## config.mk

```make
export PLATFORM = sky130hd
export DESIGN_NAME = load_store_unit
export DESIGN_NICKNAME = d
export VERILOG_FILES = /design/src/rtl/load_store_unit.sv
export SDC_FILE = /design/constraint.sdc
export NUM_CORES = 1
export LEC_CHECK = 0
export ABC_AREA = 1
export CELL_PAD_IN_SITES_DETAIL_PLACEMENT = 1
export CELL_PAD_IN_SITES_GLOBAL_PLACEMENT = 1
export CORE_MARGIN = 1
export CORE_UTILIZATION = 28
export DETAILED_ROUTE_END_ITERATION = 8
export PLACE_DENSITY = 0.81
export SYNTH_ARGS = -nofsm -noshare
export SYNTH_HDL_FRONTEND = slang
export SYNTH_SLANG_ARGS = --single-unit
```

## constraint.sdc

```tcl
create_clock -name clk -period 1.5 [get_ports clk]
set_input_delay 0.3 -clock clk [delete_from_list [all_inputs] [get_ports clk]]
set_output_delay 0.3 -clock clk [all_outputs]
set_load 0.005 [all_outputs]
```

## src/rtl/load_store_unit.sv

```systemverilog
// Load/store unit: checks legality and alignment of one access at a time, drives a
// word-aligned byte-strobed data-memory transaction and returns extended load data.
module load_store_unit #(
    parameter int unsigned TIMEOUT_CYCLES = 16,
    parameter int unsigned ADDR_WIDTH     = 32
) (
    input  logic                  clk,
    input  logic                  rst,
    input  logic                  req_valid,
    output logic                  req_ready,
    input  logic                  mem_read,
    input  logic                  mem_write,
    input  logic [2:0]            funct3,
    input  logic [ADDR_WIDTH-1:0] addr,
    input  logic [31:0]           wdata,
    output logic                  stall,
    output logic                  resp_valid,
    output logic [31:0]           resp_data,
    output logic [1:0]            fault,
    output logic                  dmem_req_valid,
    input  logic                  dmem_req_ready,
    output logic                  dmem_we,
    output logic [ADDR_WIDTH-1:0] dmem_addr,
    output logic [31:0]           dmem_wdata,
    output logic [3:0]            dmem_wstrb,
    input  logic                  dmem_rsp_valid,
    input  logic [31:0]           dmem_rdata
);

    localparam int unsigned CNT_W = (TIMEOUT_CYCLES > 1) ? $clog2(TIMEOUT_CYCLES + 1) : 1;
    localparam logic [CNT_W-1:0] CNT_LAST =
        CNT_W'((TIMEOUT_CYCLES == 0) ? 0 : TIMEOUT_CYCLES - 1);

    localparam logic [1:0] F_OK       = 2'b00;
    localparam logic [1:0] F_MISALIGN = 2'b01;
    localparam logic [1:0] F_ILLEGAL  = 2'b10;
    localparam logic [1:0] F_TIMEOUT  = 2'b11;

    typedef enum logic [1:0] {S_IDLE, S_REQ, S_WAIT, S_RESP} state_e;

    state_e                  state_q, state_d;
    logic                    is_load_q, is_load_d;
    logic [2:0]              funct3_q, funct3_d;
    logic [1:0]              addr_lo_q, addr_lo_d;
    logic [CNT_W-1:0]        cnt_q, cnt_d;
    logic                    req_ready_q, req_ready_d;
    logic                    stall_q, stall_d;
    logic                    resp_valid_q, resp_valid_d;
    logic [31:0]             resp_data_q, resp_data_d;
    logic [1:0]              fault_q, fault_d;
    logic                    dmem_req_valid_q, dmem_req_valid_d;
    logic                    dmem_we_q, dmem_we_d;
    logic [ADDR_WIDTH-1:0]   dmem_addr_q, dmem_addr_d;
    logic [31:0]             dmem_wdata_q, dmem_wdata_d;
    logic [3:0]              dmem_wstrb_q, dmem_wstrb_d;

    logic                    illegal_c;
    logic                    misaligned_c;
    logic [31:0]             lane_c;
    logic [31:0]             load_ext_c;

    // Request legality and alignment, evaluated on the incoming request
    always_comb begin
        illegal_c = 1'b0;
        if (mem_read && mem_write) begin
            illegal_c = 1'b1;
        end else if (mem_read) begin
            illegal_c = (funct3 == 3'b011) || (funct3 == 3'b110) || (funct3 == 3'b111);
        end else if (mem_write) begin
            illegal_c = (funct3 != 3'b000) && (funct3 != 3'b001) && (funct3 != 3'b010);
        end
        misaligned_c = ((funct3[1:0] == 2'b01) && addr[0]) ||
                       ((funct3[1:0] == 2'b10) && (addr[1:0] != 2'b00));
    end

    // Lane select and extension of the returned read word
    always_comb begin
        lane_c = dmem_rdata >> {addr_lo_q, 3'b000};
        case (funct3_q)
            3'b000:  load_ext_c = {{24{lane_c[7]}}, lane_c[7:0]};
            3'b001:  load_ext_c = {{16{lane_c[15]}}, lane_c[15:0]};
            3'b100:  load_ext_c = {24'h000000, lane_c[7:0]};
            3'b101:  load_ext_c = {16'h0000, lane_c[15:0]};
            default: load_ext_c = dmem_rdata;
        endcase
    end

    always_comb begin
        state_d          = state_q;
        is_load_d        = is_load_q;
        funct3_d         = funct3_q;
        addr_lo_d        = addr_lo_q;
        cnt_d            = '0;
        resp_valid_d     = 1'b0;
        resp_data_d      = resp_data_q;
        fault_d          = fault_q;
        dmem_req_valid_d = 1'b0;
        dmem_we_d        = dmem_we_q;
        dmem_addr_d      = dmem_addr_q;
        dmem_wdata_d     = dmem_wdata_q;
        dmem_wstrb_d     = dmem_wstrb_q;

        case (state_q)
            S_IDLE: begin
                if (req_valid && (mem_read || mem_write)) begin
                    is_load_d = mem_read && !mem_write;
                    funct3_d  = funct3;
                    addr_lo_d = addr[1:0];
                    if (illegal_c || misaligned_c) begin
                        state_d      = S_RESP;
                        resp_valid_d = 1'b1;
                        resp_data_d  = '0;
                        fault_d      = illegal_c ? F_ILLEGAL : F_MISALIGN;
                    end else begin
                        state_d          = S_REQ;
                        dmem_req_valid_d = 1'b1;
                        dmem_we_d        = mem_write;
                        dmem_addr_d      = {addr[ADDR_WIDTH-1:2], 2'b00};
                        dmem_wdata_d     = '0;
                        dmem_wstrb_d     = 4'b0000;
                        if (mem_write) begin
                            case (funct3[1:0])
                                2'b00: begin
                                    dmem_wdata_d = {4{wdata[7:0]}};
                                    dmem_wstrb_d = 4'b0001 << addr[1:0];
                                end
                                2'b01: begin
                                    dmem_wdata_d = {2{wdata[15:0]}};
                                    dmem_wstrb_d = 4'b0011 << addr[1:0];
                                end
                                default: begin
                                    dmem_wdata_d = wdata;
                                    dmem_wstrb_d = 4'b1111;
                                end
                            endcase
                        end
                    end
                end
            end
            S_REQ: begin
                dmem_req_valid_d = 1'b1;
                if (dmem_req_ready) begin
                    dmem_req_valid_d = 1'b0;
                    if (is_load_q) begin
                        state_d = S_WAIT;
                    end else begin
                        state_d      = S_RESP;
                        resp_valid_d = 1'b1;
                        resp_data_d  = '0;
                        fault_d      = F_OK;
                    end
                end
            end
            S_WAIT: begin
                cnt_d = cnt_q + CNT_W'(1);
                // A response in the limit cycle takes precedence over the timeout
                if (dmem_rsp_valid) begin
                    state_d      = S_RESP;
                    resp_valid_d = 1'b1;
                    resp_data_d  = load_ext_c;
                    fault_d      = F_OK;
                end else if ((TIMEOUT_CYCLES != 0) && (cnt_q == CNT_LAST)) begin
                    state_d      = S_RESP;
                    resp_valid_d = 1'b1;
                    resp_data_d  = '0;
                    fault_d      = F_TIMEOUT;
                end
            end
            default: begin
                state_d = S_IDLE;
            end
        endcase

        req_ready_d = (state_d == S_IDLE);
        stall_d     = (state_d != S_IDLE);
    end

    always_ff @(posedge clk) begin
        if (rst) begin
            state_q          <= S_IDLE;
            is_load_q        <= 1'b0;
            funct3_q         <= 3'b000;
            addr_lo_q        <= 2'b00;
            cnt_q            <= '0;
            req_ready_q      <= 1'b1;
            stall_q          <= 1'b0;
            resp_valid_q     <= 1'b0;
            resp_data_q      <= '0;
            fault_q          <= F_OK;
            dmem_req_valid_q <= 1'b0;
            dmem_we_q        <= 1'b0;
            dmem_addr_q      <= '0;
            dmem_wdata_q     <= '0;
            dmem_wstrb_q     <= 4'b0000;
        end else begin
            state_q          <= state_d;
            is_load_q        <= is_load_d;
            funct3_q         <= funct3_d;
            addr_lo_q        <= addr_lo_d;
            cnt_q            <= cnt_d;
            req_ready_q      <= req_ready_d;
            stall_q          <= stall_d;
            resp_valid_q     <= resp_valid_d;
            resp_data_q      <= resp_data_d;
            fault_q          <= fault_d;
            dmem_req_valid_q <= dmem_req_valid_d;
            dmem_we_q        <= dmem_we_d;
            dmem_addr_q      <= dmem_addr_d;
            dmem_wdata_q     <= dmem_wdata_d;
            dmem_wstrb_q     <= dmem_wstrb_d;
        end
    end

    assign req_ready      = req_ready_q;
    assign stall          = stall_q;
    assign resp_valid     = resp_valid_q;
    assign resp_data      = resp_data_q;
    assign fault          = fault_q;
    assign dmem_req_valid = dmem_req_valid_q;
    assign dmem_we        = dmem_we_q;
    assign dmem_addr      = dmem_addr_q;
    assign dmem_wdata     = dmem_wdata_q;
    assign dmem_wstrb     = dmem_wstrb_q;

endmodule

```

==> out/metrics.csv <==
metric,value,unit
slew_headroom,0.492,
drt_iter0_drc,395,
violations,negative setup slack,
critPathRequiredTime,1.82,ns
cp_common_cell,nor2_1,
syn-cell-area,5940,µm²
clockRootBuffer,clkbuf_16,
yosysMostFrequentCell,nand2_1,
vias_per_cell,5.17,
setup_viol,109,
synth_seq_cells,118,
synth_warnings,0,
power_leakage,5.02,nW
hold_path_class,in -> reg,
arrival,2.28,ns
r2r_start,cnt_q[0],
netlist_top_cells_area,"dfxtp_1 40%, nand2_1 15%, nor2_1 8.5%, a21oi_1 6.3%, inv_1 6.3%",
nNetsFinal,1316,
path_max_fanout,10,
areaGrowthSynthToFinish,84.6,%
placementRows,52,
peakVddDrop,0.805,mV
cts_tree,done,
worst_pin_slew,0.762,ns
avgSynthCellArea,6.56,µm²
yosysUniqueCellTypes,35,
cp_slowest_cell,dfxtp_4,
io_pins,213,
num_vias,7692,
hold_viol,0,
max_stage_delay,0.37,ns
setup_slack,-0.461,ns
wl,33700,µm
power.density,1470,nW/µm²
ctsLongestPathBuffers,2,
fp.dieH,148,µm
die-area,21800,µm²
cts-hold-fix-buffers,0,
die_x,148,µm
cts-htree-levels,4,
hold_end,dmem_addr[23],
grt_pass1_wl,44300,µm
critPathKind,reg -> reg,
r2r_cells,14,
antenna_found_initial,1,
yosysSeqAreaShare,0.398,
overflow,0,
dr.pass1.iters,4,
drtAntennaViolNets,0,
path_cells,"ha_4, nand2_4, nor2_4, ha_2, nor2_1, inv_1, o21ai_1, nor2_1, nand2_2, inv_8, buf_12, nand2_1, nand2_1, nor2_1",
period_needed,1.96,ns
r2r-end,resp_data[2],
r2r_slack,-0.46,ns
gp_congestion,0.883,
clkSinkCount,118,
synth_async_sr_flop_share,0,
synth_enable_flop_cells,0,
rsz0062_at_grt,yes,
outcome,"complete, but fails checks",
place_hpwl,16500,µm
synthCells,905,
grt_pass1_vias,8048,
cts_made_buffers,17,
synth_top_area_frac,0.398,
grt_max_degree,47,
end_kind,register,
synthTopCellsByCount,"230 x nand2_1, 134 x nor2_1, 118 x dfxtp_1",
period_share,1.31,
max_freq,510,MHz
crit_path_start_kind,register,
fin_util,0.535,
drive_above_1_share,0.316,
synth_top_area_cell,dfxtp_1,
clock_skew,0.0133,ns
clk_latency,0.44,ns
route.detailed.drc,0,
maxSlewViolCount,0,
cap_violations,0,
core-area,20500,µm²
synth_flop_cell,dfxtp_1,
io_buffers,210,
start_util,0.290,
routedWlPerCell,22.6,µm
gr-usage-all-layers,0.264,
min-delay-start,rst,
place_ws,-0.599,ns
clkTransAtPathRegs,0.06,ns
worst_hold_path.num_cells,4,
## routing by layer
layer | share of wire | up-vias | GRT usage
li1 | - | 3472 | -
met1 | 0.39 | 3745 | 0.282
met2 | 0.50 | 374 | 0.483
met3 | 0.073 | 101 | 0.0707
met4 | 0.042 | 0 | 0.117
met5 | 0 | - | 0
## layout by cell type, fill, tap and decap left out, drive strengths merged, types with 60 or more instances in the layout
cell type	n
dlygate4sd2	110
o21ai	60
nor2	139
dfxtp	118
nand2	234
clkdlybuf4s50	98
nand3	72
a21oi	76
inv	112
buf	118
## worst max-delay path, delay by kind of cell, from the launching register on
family                   cells  cell delay, ns
flip-flops                   1            0.37
AND/OR/NAND/NOR              8            0.68
adder cells (fa/ha/maj)      2            0.34
buffers and inverters        3            0.40
AO/OA/AOI/OAI                1            0.07
## worst max-delay path by stage
stage | start | endpoint | slack, ns
2_1_floorplan | cnt_q[0] | resp_data[10] | -0.08
3_3_place_gp | mem_write | dmem_addr[28] | -0.53
3_5_place_dp | funct3[1] | dmem_wdata[3] | -0.60
4_1_cts | cnt_q[0] | resp_data[3] | -0.28
5_1_grt | cnt_q[1] | resp_data[7] | -0.55
6_report | cnt_q[0] | resp_data[2] | -0.46
## state kept, by name (all words and copies together) (netlist names), 3 cells and up
register and cells:
dmem_addr 30, funct3_q 3, cnt_q 5, resp_data 32, dmem_wdata 32, dmem_wstrb 4
## per-stage QoR
stage / hold slack (ns) / instances / power, mW / area [µm²] / TNS, ns
floorplan: 0.397 / 906 / 7.35 / 5980 / -2.53
global placement: 0.447 / 1404 / 9.73 / 8730 / -51.11
detailed placement: 0.455 / 1404 / 9.92 / 8730 / -56.55
CTS: 0.289 / 1476 / 14.7 / 10200 / -13.33
global route: 0.312 / 1487 / 16.9 / 11000 / -36.39
finish: 0.307 / 1488 / 16.1 / 11000 / -31.25
## cell families after synthesis
group                    share of synthesized area
AND/OR/NAND/NOR                              0.320
buffers and inverters                        0.121
AO/OA/AOI/OAI                                0.146
flip-flops                                   0.398
adder cells (fa/ha/maj)                     0.0147
other                                     0.000632
## report_power, final
part,internal [mW],switching [mW],total [mW]
Sequential,3.74,0.408,4.15
Combinational,3.55,4.30,7.85
Clock,2.20,1.88,4.08
## final cells by class
| cell class | instances | area (µm²) |
|---|---|---|
| fill | 2431 | 9530 |
| multi-input combinational | 626 | 3820 |
| timing repair buffer | 332 | 3400 |
| sequential | 118 | 2400 |
| clock buffer | 18 | 439 |
| inverter | 107 | 434 |
| tap | 270 | 338 |
| clock inverter | 14 | 116 |
| timing repair inverter | 1 | 11.3 |
| antenna | 2 | 5.00 |
## what timing repair did
action                     in CTS  in global routing
setup endpoints to repair     209                107
gates resized for setup       290                181
gates cloned                   14                  7
setup buffers                  29                 16
pin swaps                      50                 60
No activity file was read; power rests on OpenSTA's default activity.
==> RTL change (same settings) <==
`resp_data_q`, `dmem_addr_q`, `dmem_wdata_q` and `dmem_wstrb_q` no longer have a reset.
--- a/src/rtl/load_store_unit.sv
+++ b/src/rtl/load_store_unit.sv
@@ -187,3 +187,2 @@
             resp_valid_q     <= 1'b0;
-            resp_data_q      <= '0;
             fault_q          <= F_OK;
@@ -191,5 +190,2 @@
             dmem_we_q        <= 1'b0;
-            dmem_addr_q      <= '0;
-            dmem_wdata_q     <= '0;
-            dmem_wstrb_q     <= 4'b0000;
         end else begin
@@ -203,3 +199,2 @@
             resp_valid_q     <= resp_valid_d;
-            resp_data_q      <= resp_data_d;
             fault_q          <= fault_d;
@@ -207,6 +202,10 @@
             dmem_we_q        <= dmem_we_d;
-            dmem_addr_q      <= dmem_addr_d;
-            dmem_wdata_q     <= dmem_wdata_d;
-            dmem_wstrb_q     <= dmem_wstrb_d;
         end
+    end
+
+    always_ff @(posedge clk) begin
+        resp_data_q  <= resp_data_d;
+        dmem_addr_q  <= dmem_addr_d;
+        dmem_wdata_q <= dmem_wdata_d;
+        dmem_wstrb_q <= dmem_wstrb_d;
     end
Function: changed (Yosys sat finds a counterexample within 4 cycles, from zero or initial values and one cycle with rst high).
==> RTL change against the unedited design <==
- worst setup slack better by 81 ps
- final area decreased by 13%
- global-route usage is 5.6 points lower
- clock skew is 1.5 ps lower
- sequential cell count is the same
- count of clock-buffer cells in the layout shrank 1
- the run still ends with setup timing left
- wire length is 36% lower
- area after synthesis decreased by 5.2%
- power decreased by 6.7%
- core utilization fell by 4.6 points
- critical endpoint is now resp_data[26]
==> RTL change: results (changes against the unedited design) <==
- The initial antenna violation count was 1 (unchanged).
- The final routed wirelength across all metal layers came to 21530 um (-36%).
- The ratio of routed vias to standard cells was 4.691 (-9.3%).
- For this run, the leading register cell type out of synthesis is edfxtp_1.
- The worst-case clock buffer depth was 2 (unchanged).
- The static leakage came to 4.292 nW (-15%).
- The pin count of the biggest net entering global routing is 30 (-36%).
- The H-tree depth reported by CTS came to 4 (unchanged).
- Clock tree synthesis selected as its root buffer the cell clkbuf_16.
- The overall fraction of global-route tracks in use came to 20.83% (-5.6 points).
- The maximum vdd drop was 1.075 mV (+33%).
- The clock-pin slew on the worst setup and hold paths was 60 ps (about the same).
- The port buffer count is 210 (unchanged).
- The number of violations reported at the end of detailed-routing iteration 0 was 230 (-42%).
- The largest incremental delay on the critical path is 350 ps (-20 ps).
- The fraction of registers with async set/reset is 0% (unchanged).
- On the critical path, the stage with the largest delay is an instance of dfxtp_2.
- The worst-skew pair later-pin latency came to 420 ps (-20 ps).
- The fraction of layout cells with a size suffix above 1 is 22.40% (-9.2 points).
- The top fanout value on the critical path came to 8 (-2).
- The sequential share of the synthesized area was 59.38% (+20 points).
- The CTS buffer count is 17 (unchanged).
- The number of warnings issued by yosys is 0 (unchanged).
- The wire length of the first global-routing pass is 31550 um (-29%).
- The met3 routing resource usage after global routing is 3.932% (-3.1 points).
- The first-pass iteration count of the detailed router is 4 (unchanged).
- The final antenna-violating net count is 0 (unchanged).
- The commonest cells after synthesis are nand2_1 (164), edfxtp_1 (98), inv_1 (73).
- The filler cell count in the final layout is 2210 (-9.1%).
- The met1 track demand over resource in global routing came to 23.33% (-4.9 points).
- The worst slack at placement is -686.6 ps (-87.98 ps).
- Sorting the synthesized cells by area gives the leading types as edfxtp_1 (52%), nand2_1 (11%), dfxtp_1 (7.1%).
- The total instance count after detailed placement is 1090 (-22%).
- The number of synthesized flops with an enable pin is 98 (+98).
- The unique cell type count in the Yosys netlist came to 37 (+5.7%).
- The final setup slack of the worst path is -380.0 ps (+81.46 ps).
- The final net count is 984 (-25%).
- The flow ran to the end, but the final reports show violations.
- The placer congestion estimate was 0.8092 (-8.4%).
- The met2 track utilization from global routing is 37.86% (-10 points).
- The number of global-route vias before repair is 5717 (-29%).
- The checks that failed: setup timing.
- The total vias in the final route is 5399 (-30%).
- The cell area reported after detailed placement is 8472 um2 (-3.0%).
- The final HPWL from detailed placement is 14230 um (-14%).
- The per-instance average area after synthesis is 9.674 um2 (+47%).
- The clock skew came to 11.86 ps (-1.479 ps).
- The worst min-delay path class is primary input to register.
- The final-layout setup total negative slack is -20760 ps (+10490 ps).
- The total of endpoints with negative setup slack in the final report was 104 (-4.6%).
- The critical path data arrival time was 2010 ps (-270 ps).
[RTL change: power breakdown]
group / total, mW / internal (mW) / switching (mW)
sequential: 4.87 / 4.57 / 0.297
combinational: 5.87 / 2.85 / 3.02
clock: 4.26 / 2.53 / 1.73
total: 15.0 / 9.95 / 5.05
[RTL change: worst paths after layout]
path / from / end / slack (ps) / cells past startpoint
worst min register to register: fault[1] / fault[1] / 530 / 4
worst max-delay path: cnt_q[0] / resp_data[26] / -380 / 11
worst max register to register: cnt_q[0] / resp_data[26] / -380 / 11
worst min-delay path: mem_read / is_load_q / 330 / 3
[RTL change: layout make-up]
class | count | area [um2] | share of cell area [%]
antenna | 2 | 5.005 | 0.05222
clock buffer | 17 | 425.4 | 4.439
clock inverter | 15 | 182.7 | 1.906
inverter | 78 | 317.8 | 3.316
multi-input combinational | 360 | 1979 | 20.65
sequential | 118 | 3356 | 35.01
tap | 265 | 331.6 | 3.460
timing repair buffer | 296 | 2987 | 31.16
[RTL change: worst max-delay path, delay by kind of cell (launching register included)]
family | cells | cell delay (ps)
fa+ha+maj | 2 | 300
compound gates | 1 | 70
flops | 1 | 350
buf+inv | 2 | 390
simple gates | 6 | 470
[RTL change: kinds of logic (layout without fill, tap and decap cells)]
group | Yosys count | in the layout | synth area share (%)
buf+inv | 105 | 406 | 8.444
other cells | 1 | 4 | 0.06660
flops | 118 | 118 | 59.38
fa+ha+maj | 7 | 7 | 1.555
compound gates | 93 | 93 | 9.222
simple gates | 258 | 258 | 21.33
[RTL change: timing repair]
action | 4_1_cts | 5_1_grt
buffers inserted | 13 | 7
pin swaps | 5 | 10
resized for setup | 147 | 46
cloned | 8 | 5
hold buffers | 0 | 0
endpoints found under the setup margin | 240 | 132
[RTL change: layer usage]
metal	vias up	wire [um]
met5	-	0
met2	167	11460
met1	2667	8356
met3	40	1030
met4	0	680
li1	2525	-
